===== src/rtl/uart_rx_os16.sv =====
// uart_rx_os16: 16x oversampled UART receiver with 3-sample majority vote and false-start rejection.
// Define UART_RX_PARITY_EN to receive an even-parity bit between the payload and the stop bit.
module uart_rx_os16 #(
    parameter int unsigned CLK_FREQ  = 50_000_000,
    parameter int unsigned BAUD      = 9600,
    parameter int unsigned DATA_BITS = 8,
    parameter int unsigned TICK_DIV  = CLK_FREQ / (BAUD * 16)
) (
    input  logic                 clk,
    input  logic                 rst,
    input  logic                 rx,
    output logic [DATA_BITS-1:0] rx_data,
    output logic                 rx_done,
    output logic                 frame_err,
    output logic                 parity_err,
    output logic                 busy
);

    localparam int unsigned TCW = (TICK_DIV > 1) ? $clog2(TICK_DIV) : 1;
    localparam int unsigned BCW = (DATA_BITS > 1) ? $clog2(DATA_BITS) : 1;

    typedef enum logic [2:0] {
        S_IDLE      = 3'd0,
        S_START     = 3'd1,
        S_DATA      = 3'd2,
`ifdef UART_RX_PARITY_EN
        S_PARITY    = 3'd3,
`endif
        S_STOP      = 3'd4,
        S_WAIT_HIGH = 3'd5
    } state_e;

    state_e                 state_q, state_d;
    logic                   rx_meta_q, rx_s_q;
    logic [TCW-1:0]         tick_cnt_q, tick_cnt_d;
    logic [3:0]             s_cnt_q, s_cnt_d;
    logic [BCW-1:0]         bit_cnt_q, bit_cnt_d;
    logic [2:0]             smp_q, smp_d;
    logic [DATA_BITS-1:0]   shift_q, shift_d;
    logic [DATA_BITS-1:0]   rx_data_q, rx_data_d;
    logic                   rx_done_q, rx_done_d;
    logic                   frame_err_q, frame_err_d;
    logic                   busy_q, busy_d;
`ifdef UART_RX_PARITY_EN
    logic                   par_bad_q, par_bad_d;
    logic                   parity_err_q, parity_err_d;
`endif

    logic tick_c, mid_tick_c, end_tick_c;
    logic maj_live_c, maj_held_c;

    // Two-flop synchronizer; idles high so reset never looks like a start edge.
    always_ff @(posedge clk or negedge rst) begin
        if (!rst) begin
            rx_meta_q <= 1'b1;
            rx_s_q    <= 1'b1;
        end else begin
            rx_meta_q <= rx;
            rx_s_q    <= rx_meta_q;
        end
    end

    assign tick_c     = (tick_cnt_q == TCW'(TICK_DIV - 1));
    assign mid_tick_c = tick_c && (s_cnt_q == 4'd9);
    assign end_tick_c = tick_c && (s_cnt_q == 4'd15);

    // Live vote completes on the s_cnt==9 tick; held vote uses samples 7/8/9 later in the bit.
    assign maj_live_c = (smp_q[1] & smp_q[0]) | (smp_q[1] & rx_s_q) | (smp_q[0] & rx_s_q);
    assign maj_held_c = (smp_q[2] & smp_q[1]) | (smp_q[2] & smp_q[0]) | (smp_q[1] & smp_q[0]);

    always_comb begin
        state_d     = state_q;
        tick_cnt_d  = tick_c ? '0 : tick_cnt_q + TCW'(1);
        s_cnt_d     = tick_c ? s_cnt_q + 4'd1 : s_cnt_q;
        bit_cnt_d   = bit_cnt_q;
        smp_d       = (tick_c && (s_cnt_q >= 4'd7) && (s_cnt_q <= 4'd9)) ?
                      {smp_q[1:0], rx_s_q} : smp_q;
        shift_d     = shift_q;
        rx_data_d   = rx_data_q;
        rx_done_d   = 1'b0;
        frame_err_d = frame_err_q;
`ifdef UART_RX_PARITY_EN
        par_bad_d    = par_bad_q;
        parity_err_d = parity_err_q;
`endif

        case (state_q)
            S_IDLE: begin
                // Hold the divider at zero so ticks are phase-aligned to the start edge.
                tick_cnt_d = '0;
                s_cnt_d    = 4'd0;
                if (!rx_s_q) begin
                    state_d = S_START;
                end
            end
            S_START: begin
                // Start is validated mid-bit; data cells begin at the start bit's end.
                if (mid_tick_c && maj_live_c) begin
                    state_d = S_IDLE;
                end else if (end_tick_c) begin
                    state_d   = S_DATA;
                    bit_cnt_d = '0;
                end
            end
            S_DATA: begin
                if (end_tick_c) begin
                    shift_d = {maj_held_c, shift_q[DATA_BITS-1:1]};
                    if (bit_cnt_q == BCW'(DATA_BITS - 1)) begin
`ifdef UART_RX_PARITY_EN
                        state_d = S_PARITY;
`else
                        state_d = S_STOP;
`endif
                    end else begin
                        bit_cnt_d = bit_cnt_q + BCW'(1);
                    end
                end
            end
`ifdef UART_RX_PARITY_EN
            S_PARITY: begin
                if (end_tick_c) begin
                    par_bad_d = maj_held_c ^ (^shift_q);
                    state_d   = S_STOP;
                end
            end
`endif
            S_STOP: begin
                // Deliver mid-stop-bit so a following start edge is never missed.
                if (mid_tick_c) begin
                    rx_data_d   = shift_q;
                    rx_done_d   = 1'b1;
                    frame_err_d = ~maj_live_c;
`ifdef UART_RX_PARITY_EN
                    parity_err_d = par_bad_q;
`endif
                    state_d     = maj_live_c ? S_IDLE : S_WAIT_HIGH;
                end
            end
            S_WAIT_HIGH: begin
                if (rx_s_q) begin
                    state_d = S_IDLE;
                end
            end
            default: begin
                state_d = S_IDLE;
            end
        endcase

        busy_d = (state_d != S_IDLE);
    end

    always_ff @(posedge clk or negedge rst) begin
        if (!rst) begin
            state_q     <= S_IDLE;
            tick_cnt_q  <= '0;
            s_cnt_q     <= 4'd0;
            bit_cnt_q   <= '0;
            smp_q       <= 3'd0;
            shift_q     <= '0;
            rx_data_q   <= '0;
            rx_done_q   <= 1'b0;
            frame_err_q <= 1'b0;
            busy_q      <= 1'b0;
`ifdef UART_RX_PARITY_EN
            par_bad_q    <= 1'b0;
            parity_err_q <= 1'b0;
`endif
        end else begin
            state_q     <= state_d;
            tick_cnt_q  <= tick_cnt_d;
            s_cnt_q     <= s_cnt_d;
            bit_cnt_q   <= bit_cnt_d;
            smp_q       <= smp_d;
            shift_q     <= shift_d;
            rx_data_q   <= rx_data_d;
            rx_done_q   <= rx_done_d;
            frame_err_q <= frame_err_d;
            busy_q      <= busy_d;
`ifdef UART_RX_PARITY_EN
            par_bad_q    <= par_bad_d;
            parity_err_q <= parity_err_d;
`endif
        end
    end

    assign rx_data   = rx_data_q;
    assign rx_done   = rx_done_q;
    assign frame_err = frame_err_q;
    assign busy      = busy_q;
`ifdef UART_RX_PARITY_EN
    assign parity_err = parity_err_q;
`else
    assign parity_err = 1'b0;
`endif

endmodule


===== config.mk =====
export PLATFORM = sky130hd
export DESIGN_NAME = uart_rx_os16
export DESIGN_NICKNAME = d
export VERILOG_FILES = /design/src/rtl/uart_rx_os16.sv
export SDC_FILE = /design/constraint.sdc
export NUM_CORES = 1
export LEC_CHECK = 0
export BUFFER_PORTS_ARGS = -buffer_cell sky130_fd_sc_hd__buf_4
export CAP_MARGIN = 30
export CORE_MARGIN = 5
export CORE_UTILIZATION = 25
export CTS_CLUSTER_DIAMETER = 30
export DETAILED_ROUTE_END_ITERATION = 10
export GPL_ROUTABILITY_DRIVEN = 0
export HOLD_SLACK_MARGIN = 0.08
export MAX_ROUTING_LAYER = met4
export PLACE_DENSITY = 0.46
export RECOVER_POWER = 25
export SLEW_MARGIN = 5
export SYNTH_ARGS = -nofsm -noshare
export SYNTH_HDL_FRONTEND = slang
export SYNTH_SLANG_ARGS = --single-unit

===== constraint.sdc =====
create_clock -name clk -period 4.25 [get_ports clk]
set_clock_uncertainty 0.1 [all_clocks]
set_input_delay 0.425 -clock clk [delete_from_list [all_inputs] [get_ports clk]]
set_output_delay 0.425 -clock clk [all_outputs]
set_load 0.02 [all_outputs]

==> After elaboration in Yosys (flattened, before gate mapping) <==
Index checks and enable logic that the tools add are counted.
{ "totals": {"inputBits": 3, "latch_bits": 0, "out_inout_bits": 12, "n_memories": 0, "elab_cells": 71, "mem_bits_ro": 0, "ram_bits": 0, "reg_bits": 43} }
{ "op_classes": {"div": 0, "n_shift": 0, "reduce_logical": 12, "bitwise": 10, "multipliers": 0, "add_sub_neg": 3, "n_eq_ne": 12, "n_lt_le_gt_ge": 2, "mux": 20} }
{ "ops": {"columns": ["operator", "n"], "rows": [
  ["2-to-1 mux 3 bit", 12],
  ["2-to-1 mux 9 bit", 2],
  ["case mux 3 bit (5 select lines)", 1],
  ["adder 9 x 1 -> 9 bit, second input constant", 1],
  ["== test 3 bit, second input constant", 3],
  ["== test 9 bit, second input constant", 1],
  ["== test 4 bit, second input constant", 2],
  ["2-to-1 mux 4 bit", 2],
  ["inequality test 2 bit, second input constant", 4],
  ["case mux 3 bit (2 select lines)", 1],
  ["bitwise AND 1 bit", 5],
  ["logical AND 1 bit", 5],
  ["AND reduction 5 bit", 1],
  ["adder 4 x 1 -> 4 bit, second input constant", 1],
  [">= comparator 4 x 3 -> 1 bit, second input constant", 1],
  ["less-or-equal comparator 4 bit, second input constant", 1],
  ["OR 1 bit", 4],
  ["AND reduction 2 bit", 2],
  ["nonzero test 2 bit", 2],
  ["adder 3 x 1 -> 3 bit, second input constant", 1],
  ["== test 3 x 1 -> 1 bit, second input constant", 1],
  ["== test 3 x 2 -> 1 bit, second input constant", 1],
  ["logical NOT 3 bit", 1],
  ["nonzero test 3 bit", 1],
  ["other kinds (2)", 3]
]} }

==> Depth between registers and ports, before layout <==
{ "depth": {"depth_word": 7, "depth_mapped": 8, "depth_no_buf": 6} }

==> Least setup slack after synthesis <==
Ideal clock, no wire load.
{ "synth_path": {"path_type": "register to register", "startpoint": "reg bit_cnt_q[0]", "endpoint": "reg bit_cnt_q[0]", "setup_slack_ns": 2.427, "stages_incl_launch_ff": 7, "arrival_ns": 1.598, "required_time_ns": 4.025, "cell_sequence": "dfrtp_1 > ha_1 > ha_1 > or3b_1 > a21oi_1 > nand2_1 > mux2_2"} }
{ "synth_between": {"elab_chain_len": 4, "elab_cells_between_ends": 7, "cone_classes": "add/sub (1); eq/ne (2); mux (3); reduce/logical (1)"} }
{ "synth_rtl": {"columns": ["element", "line", "text"], "rows": [
  ["start, declared", "37", "logic [BCW-1:0] bit_cnt_q, bit_cnt_d;"],
  ["start signal, assigned", "172", "bit_cnt_q <= bit_cnt_d;"],
  ["adder 3 x 1 -> 3 bit", "115", "bit_cnt_d = bit_cnt_q + BCW'(1);"],
  ["2-to-1 mux 3 bit", "108", "if (bit_cnt_q == BCW'(DATA_BITS - 1)) begin"],
  ["2-to-1 mux 3 bit", "106", "if (end_tick_c) begin"],
  ["case mux 3 bit (2 select lines)", "87", "case (state_q)"]
]} }
Several ways; a longest one is shown, not always the timed one. The select of a mux whose other input is x is not followed.
A chain may end at the register's enable or synchronous reset.

==> Worst setup path after layout <==
{ "layout_path": {"startpoint": "reg tick_cnt_q[0]", "endpoint": "reg bit_cnt_q[0]"} }
{ "layout_between": {"elab_chain_len": 5, "elab_cells_between_ends": 8, "cone_classes": "eq/ne (4); reduce/logical (4)"} }
{ "layout_rtl": {"columns": ["element", "line", "text"], "rows": [
  ["start, declared", "35", "logic [TCW-1:0] tick_cnt_q, tick_cnt_d;"],
  ["start signal, assigned", "170", "tick_cnt_q <= tick_cnt_d;"],
  ["== test 9 bit (*)", "63", "assign tick_c = (tick_cnt_q == TCW'(TICK_DIV - 1));"],
  ["logical AND 1 bit", "64", "assign mid_tick_c = tick_c && (s_cnt_q == 4'd9);"],
  ["logical AND 1 bit", "98", "if (mid_tick_c && maj_live_c) begin"],
  ["inequality test 2 bit (no line)", null, null],
  ["AND reduction 5 bit (no line) (*)", null, null]
]} }
Mark *: on every way between the ends. The rest lies on a longest branch, timed or not.

==> run_results.csv <==
group,metric,value,unit
outcome,status,"completed",
clock_tree,cts_root_buffer,"clkbuf_8",
sta,worst_slew_margin_rel,55.2,%
synthesis,async_reset_ff_share,100,%
floorplan,initial_core_util,25.8,%
routing,routed_wl,3550,um
routing,avgViaCountPerCell,4.19,
critical_path,end_kind,"register",
placement,port_buffers,13,
critical_path,cp_data_arrival_time,2210,ps
routing,dr.pass1.iters,4,
sta,setup-violations-final,0,
floorplan,core,8220,um2
synthesis,ys.flop_type,"dfrtp_1",
critical_path,crit_type,"register to register",
synthesis,synthesis.nets,185,
sta,final_hold_viol_count,0,
routing,met2_length,1570,um
clock_tree,post_cts_buffers,0,
synthesis,synthCells,175,
global_route,grt_pass1_vias,1327,
routing,drt_iter0_markers,40,
floorplan,io_pins,15,
routing,wl_met1,1780,um
synthesis,synthXorXnorAreaFrac,4.55,%
pwr,power.density,292,nW/um2
synthesis,yosysMostFrequentCell,"dfrtp_1",
critical_path,rr_worst_depth,6,
synthesis,ys_top_cells_by_area,"dfrtp_1, mux2_4, ha_1",
synthesis,muxShareOfSynthArea,12.6,%
min_path,hold_path_depth,1,
routing,route.met3.wl,124,um
routing,route.top_layer_used,"met4",
floorplan,die_w,102,um
sta,rsz0062_at_grt,"no",
synthesis,ys_warn_count,0,
clock_tree,cts_sinks,43,
sta,setup_ws,2190,ps
job,maxCapViolCount,0,
min_path,hold_class,"primary input to register",
synthesis,synth_compound_area_share,5.55,%
routing,postRouteAntennaNets,0,
sta,finalCritPeriodShare,48.6,%
critical_path,cp-start-kind,"register",
clock_tree,cts_buffers,5,
clock_tree,cts_tree,"built",
routing,num_vias,1229,
synthesis,yosys.cell_types.count,36,
clock_tree,clk_pin_slew,90,ps
synthesis,synth_top_family_by_area,"simple AND/OR/NAND/NOR gates",
pwr,p_leak,1.18,nW
sta,tns,0,ps
routing,wire_per_inst,12.1,um
synthesis,synth_commonest_cells,"dfrtp_1, nor2_1, mux2_4, nand3_1",
floorplan,fp.dieH,102,um
critical_path,cp.required,4400,ps
synthesis,synth_edf_count,0,
placement,dp_slack,2180,ps
pwr,ir_drop,129,uV
floorplan,dieArea,10400,um2
synthesis,yosys.area_share.simple,16.6,%
global_route,grt_pass1_wl,6320,um
critical_path,path_max_fanout,11,
synthesis,syn_area,2120,um2
synthesis,synth_fa_ha_area_share,4.61,%
final_layout,drive_gt1_share,24.5,%
final_layout,area_growth,11.9,%
clock_tree,h-tree-depth,2,
global_route,grt_max_degree,44,
routing,drcViolationCount,0,
clock_tree,ctsLongestPathBuffers,2,
global_route,antenna_found_initial,0,
final_layout,antenna-diode-count,0,
sta,worst_slew_pin_slew,667,ps
synthesis,avgSynthCellArea,12.1,um2
placement,dp_hpwl,2400,um
sta,clock.fmax,484,MHz
synthesis,seq_area_frac_synth,50.9,%
sta,period_needed,2060,ps
synthesis,ys_ff_latch,43,
global_route,grt_usage,7.98,%
sta,finalMaxSlewViolations,0,
final_layout,nets,197,
global_route,globalRouteOverflowTotal,0,
clock_tree,worst_skew_pair.late_latency,300,ps
synthesis,yosysTopAreaCellShare,48.4,%
synthesis,yosysTopAreaCell,"dfrtp_1",
floorplan,row_count,33,
report_power, final:
group          switching (mW)  internal [mW]  leakage, nW  total (mW)
registers            0.000655          0.410        0.574       0.411
logic                 0.00879        0.00185        0.567      0.0106
clock network           0.153          0.118       0.0408       0.271
layout by cell type, fill, tap and decap left out, types with 7 or more instances in the layout:
cell type  instances
o21ai_0            7
buf_4             12
ha_1               7
inv_1              7
nor2_1            15
xor2_1             8
dfrtp_1           41
mux2_4            14
nand3_1           10
nand2_1            8
critical path, stage by stage, from the launching register on:
cell      delay [ps]
dfrtp_1          430
inv_1             70
ha_1             130
and4bb_1         500
nand4_4          330
nor2_1           270
mux2_2           180
path summary, 6_finish.rpt:
| kind | start | end | slack [ps] |
|---|---|---|---|
| worst max-delay path | tick_cnt_q[0] | bit_cnt_q[0] | 2190 |
| worst min-delay path | rx | rx_meta_q | 130 |
| worst max register to register | tick_cnt_q[0] | bit_cnt_q[0] | 2190 |
| worst min register to register | rx_meta_q | rx_s_q | 260 |
| max in group asynchronous | rst | rx_meta_q | 3120 |
| min in group asynchronous | rst | rx_data[3] | 540 |
stage by stage:
step,std cells,area (um2),hold slack [ps],utilization (%),power (mW)
floorplan,175,2120,29.4,-,0.421
finish,293,2370,129,28.8,0.693
CTS,293,2370,118,28.8,0.713
global placement,284,2270,246,27.6,0.430
global route,293,2370,112,28.8,0.726
detailed placement,284,2270,247,27.6,0.430
per-layer routing:
| metal | vias to the layer above | GRT usage, % |
|---|---|---|
| li1 | 623 | - |
| met1 | 586 | 10.1 |
| met2 | 15 | 11.8 |
| met3 | 5 | 2.25 |
| met4 | 0 | 3.53 |
| met5 | - | - |
cells by family (layout without fill, tap and decap cells):
| family | after synthesis | after routing |
|---|---|---|
| simple gates | 58 | 58 |
| mux | 19 | 19 |
| compound gates | 19 | 19 |
| other cells | 1 | 1 |
| buf+inv | 16 | 29 |
| fa+ha+maj | 8 | 8 |
| xor+xnor | 11 | 11 |
| flops | 43 | 43 |
cell type report:
cell class | instances | area, um2
clock buffer | 5 | 68.8
sequential | 43 | 1080
fill | 851 | 5850
tap | 105 | 131
inverter | 7 | 26.3
multi-input combinational | 116 | 933
timing repair buffer | 14 | 108
clock inverter | 3 | 23.8
registers in the layout (all words and copies together) (netlist names):
name / count
rx_meta_q: 1
shift_q: 8
smp_q: 3
frame_err: 1
rx_done: 1
rx_data: 8
state_q: 3
s_cnt_q: 4
tick_cnt_q: 9
busy: 1
bit_cnt_q: 3
rx_s_q: 1
what timing repair did:
item / CTS / global route
hold buffers: 1 / 0
endpoints found under the hold margin: 41 / 0
endpoints found under the setup margin: 0 / 0
resized for setup: 0 / 0
No activity file was read; power rests on OpenSTA's default activity.
